==> config.mk <==
export PLATFORM = sky130hd
export DESIGN_NAME = tx_frame_ctrl
export DESIGN_NICKNAME = d
export VERILOG_FILES = /design/src/rtl/tx_frame_ctrl.sv
export SDC_FILE = /design/constraint.sdc
export NUM_CORES = 1
export LEC_CHECK = 0
export ABC_AREA = 0
export CAP_MARGIN = 0
export CORE_ASPECT_RATIO = 1.5
export CORE_UTILIZATION = 35
export CTS_BUF_LIST = sky130_fd_sc_hd__clkbuf_4
export CTS_CLUSTER_SIZE = 25
export DETAILED_ROUTE_END_ITERATION = 6
export PLACE_DENSITY_LB_ADDON = 0.05
export SYNTH_ARGS = -nofsm -noshare
export SYNTH_HDL_FRONTEND = slang
export SYNTH_SLANG_ARGS = --single-unit
==> constraint.sdc <==
create_clock -name clk -period 6.69 [get_ports clk]
set_input_delay 0.669 -clock clk [delete_from_list [all_inputs] [get_ports clk]]
set_output_delay 0.669 -clock clk [all_outputs]
set_load 0.1 [all_outputs]
==> src/rtl/tx_frame_ctrl.sv <==
// Transmit frame controller: stages host bytes in a 2-port frame RAM, releases them on commit,
// and streams committed bytes to the transmitter through a 2-entry registered output stage.
module tx_frame_ctrl #(
    parameter int W = 8,
    parameter int D = 128,
    localparam int DW = $clog2(D)
) (
    input  logic          clk,
    input  logic          rst,
    input  logic [W-1:0]  xdata,
    input  logic          xwr,
    input  logic          xsnd,
    input  logic          xabort,
    output logic          wr_full,
    output logic          overflow,
    output logic [W-1:0]  dout,
    output logic          dout_valid,
    input  logic          dout_ready,
    output logic          rd_empty,
    output logic          mem_we,
    output logic [DW-1:0] mem_waddr,
    output logic [W-1:0]  mem_wdata,
    output logic [DW-1:0] mem_raddr,
    input  logic [W-1:0]  mem_rdata
);

    logic [DW:0]  wptr_q, wptr_d, cptr_q, cptr_d, rptr_q, rptr_d;
    logic [DW:0]  wptr_inc, occupancy;
    logic         overflow_q, overflow_d;
    logic [W-1:0] dout_q, dout_d, skid_q, skid_d;
    logic         dout_valid_q, dout_valid_d;
    logic         skid_valid_q, skid_valid_d;
    logic         inflight_q, inflight_d;
    logic         pop, issue;
    logic [1:0]   stage_cnt;

    // Occupancy spans uncommitted, committed and staged bytes: a RAM slot frees only when rptr passes it.
    assign occupancy = wptr_q - rptr_q;
    assign wr_full   = (occupancy == (DW+1)'(D));
    assign mem_we    = xwr & ~wr_full & ~xabort;
    assign mem_waddr = wptr_q[DW-1:0];
    assign mem_wdata = xdata;
    assign wptr_inc  = wptr_q + {{DW{1'b0}}, mem_we};

    assign pop       = dout_valid_q & dout_ready;
    assign stage_cnt = {1'b0, dout_valid_q} + {1'b0, skid_valid_q} + {1'b0, inflight_q} - {1'b0, pop};
    assign issue     = (rptr_q != cptr_q) && (stage_cnt < 2'd2);
    assign mem_raddr = rptr_q[DW-1:0];

    assign rd_empty   = (rptr_q == cptr_q) & ~inflight_q & ~dout_valid_q & ~skid_valid_q;
    assign dout       = dout_q;
    assign dout_valid = dout_valid_q;
    assign overflow   = overflow_q;

    always_comb begin
        wptr_d     = xabort ? cptr_q : wptr_inc;
        cptr_d     = (xsnd & ~xabort) ? wptr_inc : cptr_q;
        rptr_d     = rptr_q + {{DW{1'b0}}, issue};
        overflow_d = xabort ? 1'b0 : (overflow_q | (xwr & wr_full));
        inflight_d = issue;
    end

    always_comb begin
        dout_d       = dout_q;
        dout_valid_d = dout_valid_q;
        skid_d       = skid_q;
        skid_valid_d = skid_valid_q;
        if (pop) begin
            dout_valid_d = skid_valid_q;
            skid_valid_d = 1'b0;
            if (skid_valid_q) begin
                dout_d = skid_q;
            end
        end
        // Returning RAM data fills the oldest free slot so ordering stays FIFO.
        if (inflight_q) begin
            if (!dout_valid_d) begin
                dout_d       = mem_rdata;
                dout_valid_d = 1'b1;
            end else begin
                skid_d       = mem_rdata;
                skid_valid_d = 1'b1;
            end
        end
    end

    always_ff @(posedge clk or posedge rst) begin
        if (rst) begin
            wptr_q       <= '0;
            cptr_q       <= '0;
            rptr_q       <= '0;
            overflow_q   <= 1'b0;
            inflight_q   <= 1'b0;
            dout_q       <= '0;
            dout_valid_q <= 1'b0;
            skid_q       <= '0;
            skid_valid_q <= 1'b0;
        end else begin
            wptr_q       <= wptr_d;
            cptr_q       <= cptr_d;
            rptr_q       <= rptr_d;
            overflow_q   <= overflow_d;
            inflight_q   <= inflight_d;
            dout_q       <= dout_d;
            dout_valid_q <= dout_valid_d;
            skid_q       <= skid_d;
            skid_valid_q <= skid_valid_d;
        end
    end

endmodule

-- Yosys cells after proc, flatten, opt, wreduce, memory -nomap -nowiden
Index checks and enable logic that the tools add are counted.
Widths: inputs -> output; s select.
- bits of input ports: 22
- word-level logic and storage cells: 46
- output and inout bits: 35
- register bits after elaboration: 44
- equal/unequal tests: 3
- order comparisons: 1
- mux-type cells: 11
- reduce and logical (&&, ||, !) cells: 2
- $add $sub $neg: 6
- bitwise operators: 14
- operator list (cell ; count):
    $mux 8 ; 5
    $add 8x1->8 ; 2
    $and 1x1->1 ; 8
    $eq 8x8->1 ; 1
    $eq 8x8->1 const B ; 1
    $ne 8x8->1 ; 1
    $sub 8x8->8 ; 1
    $mux 1 ; 6
    $not 1->1 ; 5
    $add 1x1->2 ; 1
    $add 2x1->2 ; 1
    $lt 2x2->1 const B ; 1
    $reduce_and 2->1 ; 1
    $sub 2x1->2 ; 1
    $logic_and 1x1->1 ; 1
    $or 1x1->1 ; 1

-- Logic depth before layout (Yosys ltp)
- word-level depth: 7
- gate-level depth with buffers: 14
- gate-level depth less buffers: 13

-- Worst setup path before layout
OpenSTA, ideal clock, no wires.
- path type: register to register
- start: register rptr_q[2]
- end: register wptr_q[6]
- period minus slack after synthesis: 4.426 ns
- required time: 6.565 ns
- library setup time: 0.125 ns
- arrival time: 4.301 ns
- path buffers: 0
- setup slack: 2.264 ns
- stages on the path, launching flop included: 14
- cells stage by stage: dfrtp_1 -> inv_1 -> ha_1 -> nor2_1 -> a211o_1 -> a311oi_1 -> nor3_1 -> a21oi_1 -> ha_1 -> ha_1 -> nand3_1 -> nor2_1 -> xor2_1 -> mux2_2
- longest elaborated chain between the ends: 7
- ends and longest elaborated chain (element ; RTL line ; text):
    start: declaration ; 27 ; logic [DW:0] wptr_q, wptr_d, cptr_q, cptr_d, rptr_q, rptr_d;
    start signal: assignment ; 101 ; rptr_q <= rptr_d;
    $sub 8x8->8 ; 38 ; assign occupancy = wptr_q - rptr_q;
    $eq 8x8->1 ; 39 ; assign wr_full = (occupancy == (DW+1)'(D));
    $not 1->1 ; 40 ; assign mem_we = xwr & ~wr_full & ~xabort;
    $and 1x1->1 (2 in a row) ; 40 ;
    named net mem_we ; 20 ; output logic mem_we,
    $add 8x1->8 ; 43 ; assign wptr_inc = wptr_q + {{DW{1'b0}}, mem_we};
    $mux 8 ; 56 ; wptr_d = xabort ? cptr_q : wptr_inc;
    named net wptr_d[6] ; 27 ;
    end signal: assignment ; 99 ; wptr_q <= wptr_d;
    end: declaration ; 27 ;
The timed path passes the listed nets, and every way through them passes these cells.
A chain may end at the register's enable or synchronous reset.

-- Worst setup path after layout
- start: register rptr_q[4]
- end: output wr_full
- longest elaborated chain between the ends: 2
- ends and longest elaborated chain (element ; RTL line ; text):
    $sub 8x8->8 ; 38 ;
    $eq 8x8->1 ; 39 ;
    end: declaration ; 14 ; output logic wr_full,
No other way between the ends.

==> results.md <==
* CP arrival at 3.79 ns
* Reg2Reg Capture Point: wptr_q[6]$_DFF_PP0_
* Vias in the first global route at 1663
* Clock-pin slew on the worst setup and hold paths at 0.15 ns
* Die X-Extent at 71.0 um
* Worst R2R Start: rptr_q[5]$_DFF_PP0_
* Initial antenna violation count at 0
* Post-synth EDFFs at 0
* DR pass1 iterations at 7
* Total Neg Setup Slack at 0 ns
* Period utilization at 66.6%
* Die Y-Extent at 105 um
* Cell chain of the critical path: inv_1 > ha_1 > nand2_1 > a211o_1 > o2111a_1 > or4_1 > nor4_2 > clkdlybuf4s50_1
* Setup Buffers After CTS at 0
* Worst Path Max Fanout at 6
* Violated checks: DRC
* Synth Area in Adders at 7.01%
* Post-synthesis simple-gate area fraction at 10.9%
* Core Region at 6900 um^2
* Mux cell area share after synthesis at 14.4%
* Drt wl/cell at 14.9 um
* Pre-CTS WS at 2.62 ns
* Area growth, synth to finish at 15.1%
* Total grt overflow at 0
* Fin worst setup slack at 2.23 ns
* Die area at 7490 um^2
* RSZ-0062 raised after global routing: false
* WHS Endpoint: skid_q[3]$_DFFE_PP0P_
* Worst Setup Start Kind: flip-flop
* Initial Util at 36.2%
* CTS sink count at 44
* Hold Path Class: flip-flop to flip-flop
* CTS hold repair buffers at 0
* H-tree Lvls at 2
* Endpoint type of the worst setup path: primary output
* Slowest Stage Delay on Critical Path at 1.16 ns
* Xor/xnor cell area share of the yosys netlist at 8.06%
* I/O Buffers at 40
* Hold path start: skid_q[3]$_DFFE_PP0P_
* Post-synthesis sequential area ratio at 44.1%
* Max-slew violations at 0
* #FFs+latches synth at 44
* Share of layout cells above drive strength 1 at 13.3%
* Hold Vio Cnt, Final at 0
* Outcome: finished, violations left
* GP Congestion at 0.736
* Main combinational cell family by area after synthesis: multiplexers
* Min-Delay Path Depth at 1
* Critical Path RT at 6.02 ns
* Finished Core Util at 41.7%
* CP max stage cell: clkdlybuf4s50_1
* Cell row count at 37
* Syn Std Cell Area at 2500 um^2
* Vias per inst at 4.95
* Clock Path Buffers at 2
* Max-Cap Viols at 0
* WL final at 4.97 mm
* Post-layout nets at 290
* Slew headroom at 33.3%
* Worst skew pair latency at 0.36 ns
* Max frequency at 224 MHz
* Residual DRC at 4
* Final Instance Area at 2880 um^2
* FFs w/ async S/R, synth at 100%
* CTS Buf Count at 5
* Vias after detailed routing at 1649
* Critical path type: flip-flop to primary output
* CTS tree: yes
* Min Clock Period, post-route at 4.46 ns
* Setup Skew at 0.0292 ns
* CTS root buf: clkbuf_4
* Dpl cell area at 2820 um^2
* Post-DP HPWL at 3.80 mm
* Final setup viols at 0
* Synth unique cells at 34
* Post-synthesis compound-gate area fraction at 6.26%
* Antenna Nets Post-Route at 0
* First-pass GRT wire length at 8.08 mm
* Reg-to-reg slack, setup at 3.26 ns
* Post-Syn Instances at 232
* I/O pin count at 57
* Synth Net Count at 268
* Synthesized area per cell at 10.8 um^2
* Maximum number of pins on one net before global-route repair at 45
* Post-synth top flop: dfrtp_1
* 1st-iter DRT viols at 37
* Worst reg-to-reg path cell count at 13
* Overall Global Routing Usage at 14.2%
* Antenna diodes at 0
* Post-CTS sizing at 0
* Worst Tran Pin Value at 0.997 ns
* Warnings, synthesis at 0
-- synth_stat cells (3+ instances only) --
cell type | instances | share of area (%)
dfrtp_1 | 44 | 44
mux2_2 | 24 | 11
buf_4 | 22 | 6.6
nand2_1 | 17 | 2.6
ha_1 | 14 | 7.0
inv_1 | 14 | 2.1
xor2_1 | 14 | 4.9
mux2i_1 | 9 | 3.6
xnor2_1 | 9 | 3.2
a21oi_1 | 8 | 1.6
nand3_1 | 8 | 1.6
nor2_1 | 6 | 0.90
o21ai_0 | 6 | 1.2
nor4_1 | 5 | 1.3
and3_1 | 4 | 1.0
nand2b_1 | 4 | 1.0
nor3_1 | 3 | 0.60
o21ai_1 | 3 | 0.60
-- registers in the layout (all words and copies together) (netlist names) --
signal and count:
rptr_q 8, overflow 1, wptr_q 8, skid_q 8, dout 8, dout_valid 1
inflight_q 1, skid_valid_q 1, cptr_q 8
-- layout by cell type, fill, tap and decap left out, drive strengths merged, types with 2 or more instances in the layout --
cell type	count
a21oi	8
a311oi	2
and3	4
clkbuf	6
clkdlybuf4s50	40
dfrtp	44
ha	14
inv	15
mux2	24
mux2i	9
nand2	17
nand2b	4
nand3	8
nor2	6
nor3	3
nor4	6
o21ai	9
xnor2	9
xor2	14
-- layer usage --
layer	global-route usage (%)	routed length, um
met5	0	0
met4	5.14	74
met3	3.06	139
met2	25.3	2650
met1	16.3	2100
-- stage by stage --
step                hold slack (ns)  std cells
floorplan                     0.479        232
global placement              0.489        325
detailed placement            0.492        325
CTS                           0.524        333
global route                  0.544        333
finish                        0.520        333
-- worst max-delay path by stage --
stage / from / end / cells past startpoint / slack [ns]
after global routing: rptr_q[4]$_DFF_PP0_ / wr_full / 8 / 2.08
after detailed placement: rptr_q[4]$_DFF_PP0_ / wr_full / 8 / 2.62
after CTS: rptr_q[4]$_DFF_PP0_ / wr_full / 8 / 2.20
final: rptr_q[4]$_DFF_PP0_ / wr_full / 8 / 2.23
after floorplan: rptr_q[2]$_DFF_PP0_ / wptr_q[6]$_DFF_PP0_ / 13 / 2.26
after global placement: rptr_q[2]$_DFF_PP0_ / wr_full / 8 / 2.67
-- critical path, delay by kind of cell (launching register included) --
kind | cells | cell delay (ns)
compound gates | 2 | 0.59
fa+ha+maj | 1 | 0.39
buf+inv | 2 | 1.27
flops | 1 | 0.44
simple gates | 3 | 0.74
-- final cells by class --
type / count / area, um^2
timing repair buffer: 40 / 400
clock buffer: 6 / 45.0
clock inverter: 2 / 11.3
fill: 674 / 4020
tap: 78 / 97.6
sequential: 44 / 1100
multi-input combinational: 148 / 1160
inverter: 15 / 56.3
-- kinds of logic (layout without fill, tap and decap cells) --
logic type                 Yosys count  in the layout
AOI/OAI and AO/OA                   25             25
xor gates and xnor gates            23             23
muxes                               33             33
adders and majority gates           14             14
DFF                                 44             44
and+or+nand+nor                     53             53
buffers and inverters               40             63
Power is left out: the tool's default activity adds up to more than one toggle a clock period on the data nets, which glitch-free logic cannot reach.
